### src/rtl/ibutterfly_pipe.sv
// Inverse radix-2 butterfly: recovers A = (X+Y)/2 and B = ((X-Y)/2)*conj(W)
// through a 3-stage valid/ready pipeline with saturation and a sticky overflow flag.
module ibutterfly_pipe #(
    parameter int WORD_SZ  = 32,
    parameter int WORD_MID = 16,
    parameter int TW_FRAC  = 6
) (
    input  logic               i_clk,
    input  logic               i_reset,
    input  logic               i_valid,
    output logic               o_ready,
    input  logic [WORD_SZ-1:0] i_X,
    input  logic [WORD_SZ-1:0] i_Y,
    input  logic [WORD_SZ-1:0] i_twiddle,
    output logic               o_valid,
    input  logic               i_ready,
    output logic [WORD_SZ-1:0] o_A,
    output logic [WORD_SZ-1:0] o_B,
    output logic               o_ovf
);

    localparam int CW = WORD_MID;
    localparam int PW = 2 * CW;
    localparam int SW = PW + 1;

    // Handshake: o_ready = en. When en = 0 every stage freezes, bubbles
    // included; an input transfer is i_valid & o_ready, an output transfer
    // is o_valid & i_ready.
    logic en;

    logic                 v1_q, v2_q, v3_q;
    logic signed [CW-1:0] a1r_q, a1i_q, d1r_q, d1i_q, w1r_q, w1i_q;
    logic signed [CW-1:0] a1r_d, a1i_d, d1r_d, d1i_d;
    logic [WORD_SZ-1:0]   a2_q;
    logic signed [SW-1:0] br_q, bi_q, br_d, bi_d;
    logic [WORD_SZ-1:0]   a3_q, b3_q, b3_d;
    logic                 ovf_q, sat_any;

    assign en      = ~v3_q | i_ready;
    assign o_ready = en;
    assign o_valid = v3_q;
    assign o_A     = a3_q;
    assign o_B     = b3_q;
    assign o_ovf   = ovf_q;

    // S1: 17-bit sum/difference, keep bits [16:1] = arithmetic shift by one.
    logic [CW:0] sum_r, sum_i, dif_r, dif_i;

    always_comb begin
        sum_r = {i_X[WORD_SZ-1], i_X[WORD_SZ-1:WORD_MID]} + {i_Y[WORD_SZ-1], i_Y[WORD_SZ-1:WORD_MID]};
        sum_i = {i_X[WORD_MID-1], i_X[WORD_MID-1:0]} + {i_Y[WORD_MID-1], i_Y[WORD_MID-1:0]};
        dif_r = {i_X[WORD_SZ-1], i_X[WORD_SZ-1:WORD_MID]} - {i_Y[WORD_SZ-1], i_Y[WORD_SZ-1:WORD_MID]};
        dif_i = {i_X[WORD_MID-1], i_X[WORD_MID-1:0]} - {i_Y[WORD_MID-1], i_Y[WORD_MID-1:0]};
        a1r_d = sum_r[CW:1];
        a1i_d = sum_i[CW:1];
        d1r_d = dif_r[CW:1];
        d1i_d = dif_i[CW:1];
    end

    // S2: multiply by conj(W).
    logic signed [PW-1:0] dr_x, di_x, wr_x, wi_x;
    logic signed [PW-1:0] p_rr, p_ii, p_ir, p_ri;

    always_comb begin
        dr_x = PW'(d1r_q);
        di_x = PW'(d1i_q);
        wr_x = PW'(w1r_q);
        wi_x = PW'(w1i_q);
        p_rr = dr_x * wr_x;
        p_ii = di_x * wi_x;
        p_ir = di_x * wr_x;
        p_ri = dr_x * wi_x;
        br_d = SW'(p_rr) + SW'(p_ii);
        bi_d = SW'(p_ir) - SW'(p_ri);
    end

    // Returns {saturated, value} for a value already scaled down by TW_FRAC.
    function automatic logic [CW:0] sat_comp(input logic signed [SW-1:0] v);
        logic hi_ones;
        logic hi_zero;
        hi_ones = &v[SW-1:CW-1];
        hi_zero = ~|v[SW-1:CW-1];
        if (hi_ones || hi_zero) begin
            sat_comp = {1'b0, v[CW-1:0]};
        end else if (v[SW-1]) begin
            sat_comp = {1'b1, 1'b1, {(CW-1){1'b0}}};
        end else begin
            sat_comp = {1'b1, 1'b0, {(CW-1){1'b1}}};
        end
    endfunction

    // S3: scale and saturate.
    logic signed [SW-1:0] br_sh, bi_sh;
    logic [CW:0]          sat_r, sat_i;

    always_comb begin
        br_sh   = br_q >>> TW_FRAC;
        bi_sh   = bi_q >>> TW_FRAC;
        sat_r   = sat_comp(br_sh);
        sat_i   = sat_comp(bi_sh);
        b3_d    = {sat_r[CW-1:0], sat_i[CW-1:0]};
        sat_any = sat_r[CW] | sat_i[CW];
    end

    always_ff @(posedge i_clk) begin
        if (i_reset) begin
            v1_q  <= 1'b0;
            v2_q  <= 1'b0;
            v3_q  <= 1'b0;
            a1r_q <= '0;
            a1i_q <= '0;
            d1r_q <= '0;
            d1i_q <= '0;
            w1r_q <= '0;
            w1i_q <= '0;
            a2_q  <= '0;
            br_q  <= '0;
            bi_q  <= '0;
            a3_q  <= '0;
            b3_q  <= '0;
            ovf_q <= 1'b0;
        end else if (en) begin
            v1_q <= i_valid;
            if (i_valid) begin
                a1r_q <= a1r_d;
                a1i_q <= a1i_d;
                d1r_q <= d1r_d;
                d1i_q <= d1i_d;
                w1r_q <= i_twiddle[WORD_SZ-1:WORD_MID];
                w1i_q <= i_twiddle[WORD_MID-1:0];
            end
            v2_q <= v1_q;
            a2_q <= {a1r_q, a1i_q};
            br_q <= br_d;
            bi_q <= bi_d;
            v3_q <= v2_q;
            a3_q <= a2_q;
            b3_q <= b3_d;
            // Only a real transaction entering S3 may raise the sticky flag.
            if (v2_q && sat_any) begin
                ovf_q <= 1'b1;
            end
        end
    end

endmodule

### config.mk
export PLATFORM = sky130hd
export DESIGN_NAME = ibutterfly_pipe
export DESIGN_NICKNAME = d
export VERILOG_FILES = /design/src/rtl/ibutterfly_pipe.sv
export SDC_FILE = /design/constraint.sdc
export NUM_CORES = 2
export LEC_CHECK = 0
export ABC_AREA = 1
export CAP_MARGIN = 20
export CORE_MARGIN = 1
export CORE_UTILIZATION = 63
export CTS_BUF_LIST = sky130_fd_sc_hd__clkbuf_4
export DETAILED_ROUTE_END_ITERATION = 10
export GPL_TIMING_DRIVEN = 0
export PLACE_DENSITY = 0.89
export RECOVER_POWER = 25
export SLEW_MARGIN = 0
export SYNTH_ARGS = -nofsm -noshare
export SYNTH_HDL_FRONTEND = slang
export SYNTH_SLANG_ARGS = --single-unit
### constraint.sdc
create_clock -name i_clk -period 12.3 [get_ports i_clk]
set_input_delay 1.23 -clock i_clk [delete_from_list [all_inputs] [get_ports i_clk]]
set_output_delay 1.23 -clock i_clk [all_outputs]
set_load 0.02 [all_outputs]
Word level (Yosys, flattened, before mapping)
Cells that the tools add are included.
Widths: inputs -> output; s select.
{ "totals": {"word_cells": 43, "reg_bits": 262, "mem_bits_ro": 0, "mem_bits_rw": 0, "n_memories": 0, "latchBits": 0, "output_inout_bits": 67} }
{ "classes": {"add_sub_neg": 6, "mux": 4, "div_mod_pow": 0, "bitwise": 3, "reduce_logical": 11, "order_cmp": 0, "eq_ne": 0, "mul": 4, "shift": 0} }
{ "ops": {"columns": ["op", "count"], "rows": [
  ["$mul 16x16->32", 4],
  ["$add 16x16->17", 2],
  ["$mux 17", 2],
  ["$sub 16x16->17", 2],
  ["$add 32x32->33", 1],
  ["$sub 32x32->33", 1],
  ["$mux 16", 2],
  ["$reduce_and 12->1", 2],
  ["$reduce_or 12->1", 2],
  ["$reduce_and 2->1", 2],
  ["$logic_not 1->1", 2],
  ["$logic_or 1x1->1", 2],
  ["$or 1x1->1", 2],
  ["$logic_and 1x1->1", 1],
  ["$not 1->1", 1]
]} }

Depth between registers and ports, before layout
{ "logic_depth": {"depth_word": 7, "depth_mapped": 33, "mapped_depth_nobuf": 31} }

Worst setup path before layout
Ideal clock, no wire load.
{ "synth_timing": {"kind": "register -> register", "from": "register d1r_q[15]", "to": "register bi_q[18]", "n_path_buf": 2, "arrival_ns": 6.850, "path_stages_with_launch": 28, "slack_ns": 5.341, "cell_sequence": "dfxtp_1 > clkbuf_1 > clkbuf_1 > nand2_1 > inv_1 > fa_1 > inv_1 > fa_1 > inv_1 > fa_1 > inv_1 > fa_1 > fa_1 > fa_1 > fa_1 > inv_1 > fa_1 > inv_1 > ha_1 > a21o_1 > nor2_1 > a21boi_0 > nand2_1 > a21oi_1 > xor2_1 > nand2_1 > nand2_1 > inv_1"} }
{ "synth_between": {"elab_chain_cells": 2} }
{ "synth_rtl": {"columns": ["element", "line_no", "text"], "rows": [
  ["start, declared", "32", "logic signed [CW-1:0] a1r_q, a1i_q, d1r_q, d1i_q, w1r_q, w1i_q;"],
  ["start signal, assigned", "127", "d1r_q <= d1r_d;"],
  ["$mul 16x16->32", "72", "p_ri = dr_x * wi_x;"],
  ["$sub 32x32->33", "74", "bi_d = SW'(p_ir) - SW'(p_ri);"],
  ["end signal, assigned", "135", "bi_q <= bi_d;"],
  ["end, declared", "35", "logic signed [SW-1:0] br_q, bi_q, br_d, bi_d;"]
]} }
Every way passes these cells.
A chain may end at the register's enable or synchronous reset.

Worst setup path after layout
{ "layout_timing": {"from": "register w1i_q[1]", "to": "register br_q[29]"} }
{ "layout_between": {"elab_chain_cells": 2} }
{ "layout_rtl": {"columns": ["element", "line_no", "text"], "rows": [
  ["start, declared", "32", null],
  ["start signal, assigned", "130", "w1i_q <= i_twiddle[WORD_MID-1:0];"],
  ["$mul 16x16->32", "70", "p_ii = di_x * wi_x;"],
  ["$add 32x32->33", "73", "br_d = SW'(p_rr) + SW'(p_ii);"],
  ["end signal, assigned", "134", "br_q <= br_d;"],
  ["end, declared", "35", null]
]} }
Every way passes these cells.

==> results.sh <==
export IMPL_outcome="finished, final reports clean"
export IMPL_period_needed_ns=9.271
export IMPL_die_area_um2=86920
export IMPL_layout_drive_gt1_share_pct=2.475
export IMPL_crit_buf_inv=8
export IMPL_die_h_um=294.8
export IMPL_ys_ff_latch=250
export IMPL_hold_start="br_q[9]$_SDFFE_PP0N_"
export IMPL_area_growth_pct=8.808
export IMPL_htreeDepth=2
export IMPL_cts_buffers_inserted=61
export IMPL_r2r_start="w1i_q[1]$_SDFFE_PP0P_"
export IMPL_crit_slowest_cell="fa_1"
export IMPL_crit_fanout=10
export IMPL_cts_clk_slew_worst_paths_ns=0.08
export IMPL_avgRoutedWirePerCell_um=25.41
export IMPL_drt_iter0_markers=5408
export IMPL_drc=0
export IMPL_relSlewSlack_pct=6.998
export IMPL_synth_edf_count=0
export IMPL_antenna_left=0
export IMPL_die_w_um=294.8
export IMPL_yosysSeqAreaShare_pct=9.264
export IMPL_crit_required_ns=13.05
export IMPL_firstDrtPassIters=6
export IMPL_grt_pass1_wl_um=308800
export IMPL_critPathTopFamily="adder cells"
export IMPL_layout_commonest_cell="inv_1"
export IMPL_vias=47760
export IMPL_syn_inst=6866
export IMPL_synth_avg_cell_area_um2=7.868
export IMPL_holdPathStages=2
export IMPL_regToRegEndpoint="br_q[29]$_SDFFE_PP0N_"
export IMPL_core_area_um2=85010
export IMPL_track_usage_pct=50.35
export IMPL_final_cell_mix="inv_1, nand2_1, fa_1"
export IMPL_maxSlewViolCount=0
export IMPL_port_buffer_count=165
export IMPL_nets=8786
export IMPL_clock_skew_ns=0.06994
export IMPL_r2r_cells=27
export IMPL_hold_end="o_B[19]$_SDFFE_PP0N_"
export IMPL_cts_hold_buf=0
export IMPL_setup_viol=0
export IMPL_path_depth=27
export IMPL_ioPinCount=167
export IMPL_gp_congestion=1.081
export IMPL_hpwlAfterDp_um=176500
export IMPL_cp_end_kind="flip-flop"
export IMPL_clkSinkCount=250
export IMPL_cp_startpoint="w1i_q[1]$_SDFFE_PP0P_"
export IMPL_yosys_warnings=0
export IMPL_timing_critical_path_mode_cell="fa_1"
export IMPL_start_util_pct=63.55
export IMPL_synth_nets=8504
export IMPL_num_rows=107
export IMPL_worst_slew_pin_slew_ns=1.395
export IMPL_syn_cell_area_um2=54020
export IMPL_grt_start_max_net_pins=20
export IMPL_cts_tree="yes"
export IMPL_critPathMaxStageDelay_ns=0.83
export IMPL_ys_types=42
export IMPL_cts_buffer_depth=3
export IMPL_cts_root_buf="clkbuf_4"
export IMPL_post_cts_resized=0
export IMPL_synth_main_ff_cell="dfxtp_1"
export IMPL_clk_latency_ns=0.91
export IMPL_timing_hold_violations_final=0
export IMPL_avgViaCountPerCell=5.715
export IMPL_antenna_found_initial=18
export IMPL_postCtsSetupRepairBufs=0
export IMPL_grt_pass1_vias=48870
export IMPL_rsz0062_at_grt="no"
export IMPL_synthArstFlopShare_pct=0
export IMPL_r2r_slack_ns=3.03
export IMPL_tns_ns=0
export IMPL_drv_cap=0
export IMPL_worstPathArrival_ns=10.02
export IMPL_clock_fmax_mhz=107.9
export IMPL_criticalPathCategory="flip-flop to flip-flop"
export IMPL_cp_start_kind="flip-flop"
export IMPL_gr_total_overflow=0
export IMPL_hold_path_class="flip-flop to flip-flop"
export IMPL_wl_um=212300
export IMPL_min_period_over_period_pct=75.37
cells in the mapped netlist, types with 5 or more instances:
library cell | count | area, um2
o21ai_0 | 289 | 1446
buf_1 | 7 | 26.28
o21bai_1 | 34 | 255.2
a21boi_0 | 7 | 52.55
or2_2 | 14 | 87.58
dfxtp_1 | 250 | 5005
nor3_1 | 26 | 130.1
nor2_1 | 382 | 1434
buf_2 | 8 | 40.04
nand2_1 | 1341 | 5034
clkbuf_1 | 314 | 1179
a31oi_1 | 16 | 100.1
xnor2_1 | 18 | 157.7
inv_1 | 2099 | 7879
nor4_1 | 10 | 62.56
o21ai_1 | 5 | 25.02
a21oi_1 | 210 | 1051
xor2_1 | 58 | 508.0
o211ai_1 | 36 | 270.3
nand4_1 | 24 | 150.1
ha_1 | 362 | 4529
a21o_1 | 16 | 120.1
nand3_1 | 127 | 635.6
fa_1 | 1176 | 23540
o31ai_1 | 9 | 67.56
worst reg2reg max path: cells and delay by family (launching register included):
family | cells | cell delay, ns
fa+ha+maj | 9 | 5.20
buf+inv | 8 | 2.04
compound gates | 5 | 0.84
simple gates | 5 | 0.77
flops | 1 | 0.31
flip-flops by register name (all words and copies together) (netlist names), 16 cells and up:
signal	flops
a1i_q	16
d1i_q	16
o_B	32
bi_q	27
br_q	27
w1r_q	16
a2_q	32
o_A	32
a1r_q	16
d1r_q	16
w1i_q	16
through the flow:
stage / cells / instance area [um2] / util (%) / worst slack (ns) / hold slack [ns]
6_report: 8357 / 58780 / 69.14 / 3.029 / 0.4670
5_1_grt: 8337 / 58730 / 69.08 / 2.903 / 0.4751
4_1_cts: 8318 / 58480 / 68.79 / 3.295 / 0.4487
3_5_place_dp: 8212 / 57710 / 67.88 / 3.373 / 0.4614
3_3_place_gp: 8175 / 57100 / 67.17 / 3.329 / 0.4516
2_1_floorplan: 6866 / 54020 / - / 5.341 / 0.4297
metal layers:
layer	global-route usage (%)	wire (um)	vias up
met2	72.41	88370	3298
met3	19.03	29550	900
li1	-	-	20190
met5	0	81	-
met1	59.74	72200	23360
met4	42.05	22120	10
final cells by class:
cell class	count	area (um2)
well taps	1144	1431
multi-input cells	4183	39860
plain buffers	331	1261
flip-flops and latches	250	5005
inverters	2102	7890
clock buffers	80	600.6
clock inverters	26	173.9
repair buffers	219	2499
diodes	22	55.05
fillers	6957	26230
logic make-up after synthesis:
| logic type | after synthesis | share of synthesized area [%] |
|---|---|---|
| buffers and inverters | 2433 | 16.94 |
| and+or+nand+nor | 1932 | 14.08 |
| xor gates and xnor gates | 76 | 1.232 |
| adders and majority gates | 1538 | 51.96 |
| AOI/OAI and AO/OA | 637 | 6.520 |
| DFF | 250 | 9.264 |
worst max path at each step:
| stage | endpoint | slack, ns |
|---|---|---|
| after floorplan | bi_q[18]$_SDFFE_PP0N_ | 5.34 |
| after global placement | bi_q[18]$_SDFFE_PP0N_ | 3.33 |
| after detailed placement | br_q[32]$_SDFFE_PP0N_ | 3.37 |
| after CTS | br_q[32]$_SDFFE_PP0N_ | 3.29 |
| after global routing | br_q[27]$_SDFFE_PP0N_ | 2.90 |
| final | br_q[29]$_SDFFE_PP0N_ | 3.03 |
Power is not shown: default switching activity piles up to over one toggle a cycle in this logic, so the estimate is an artifact.
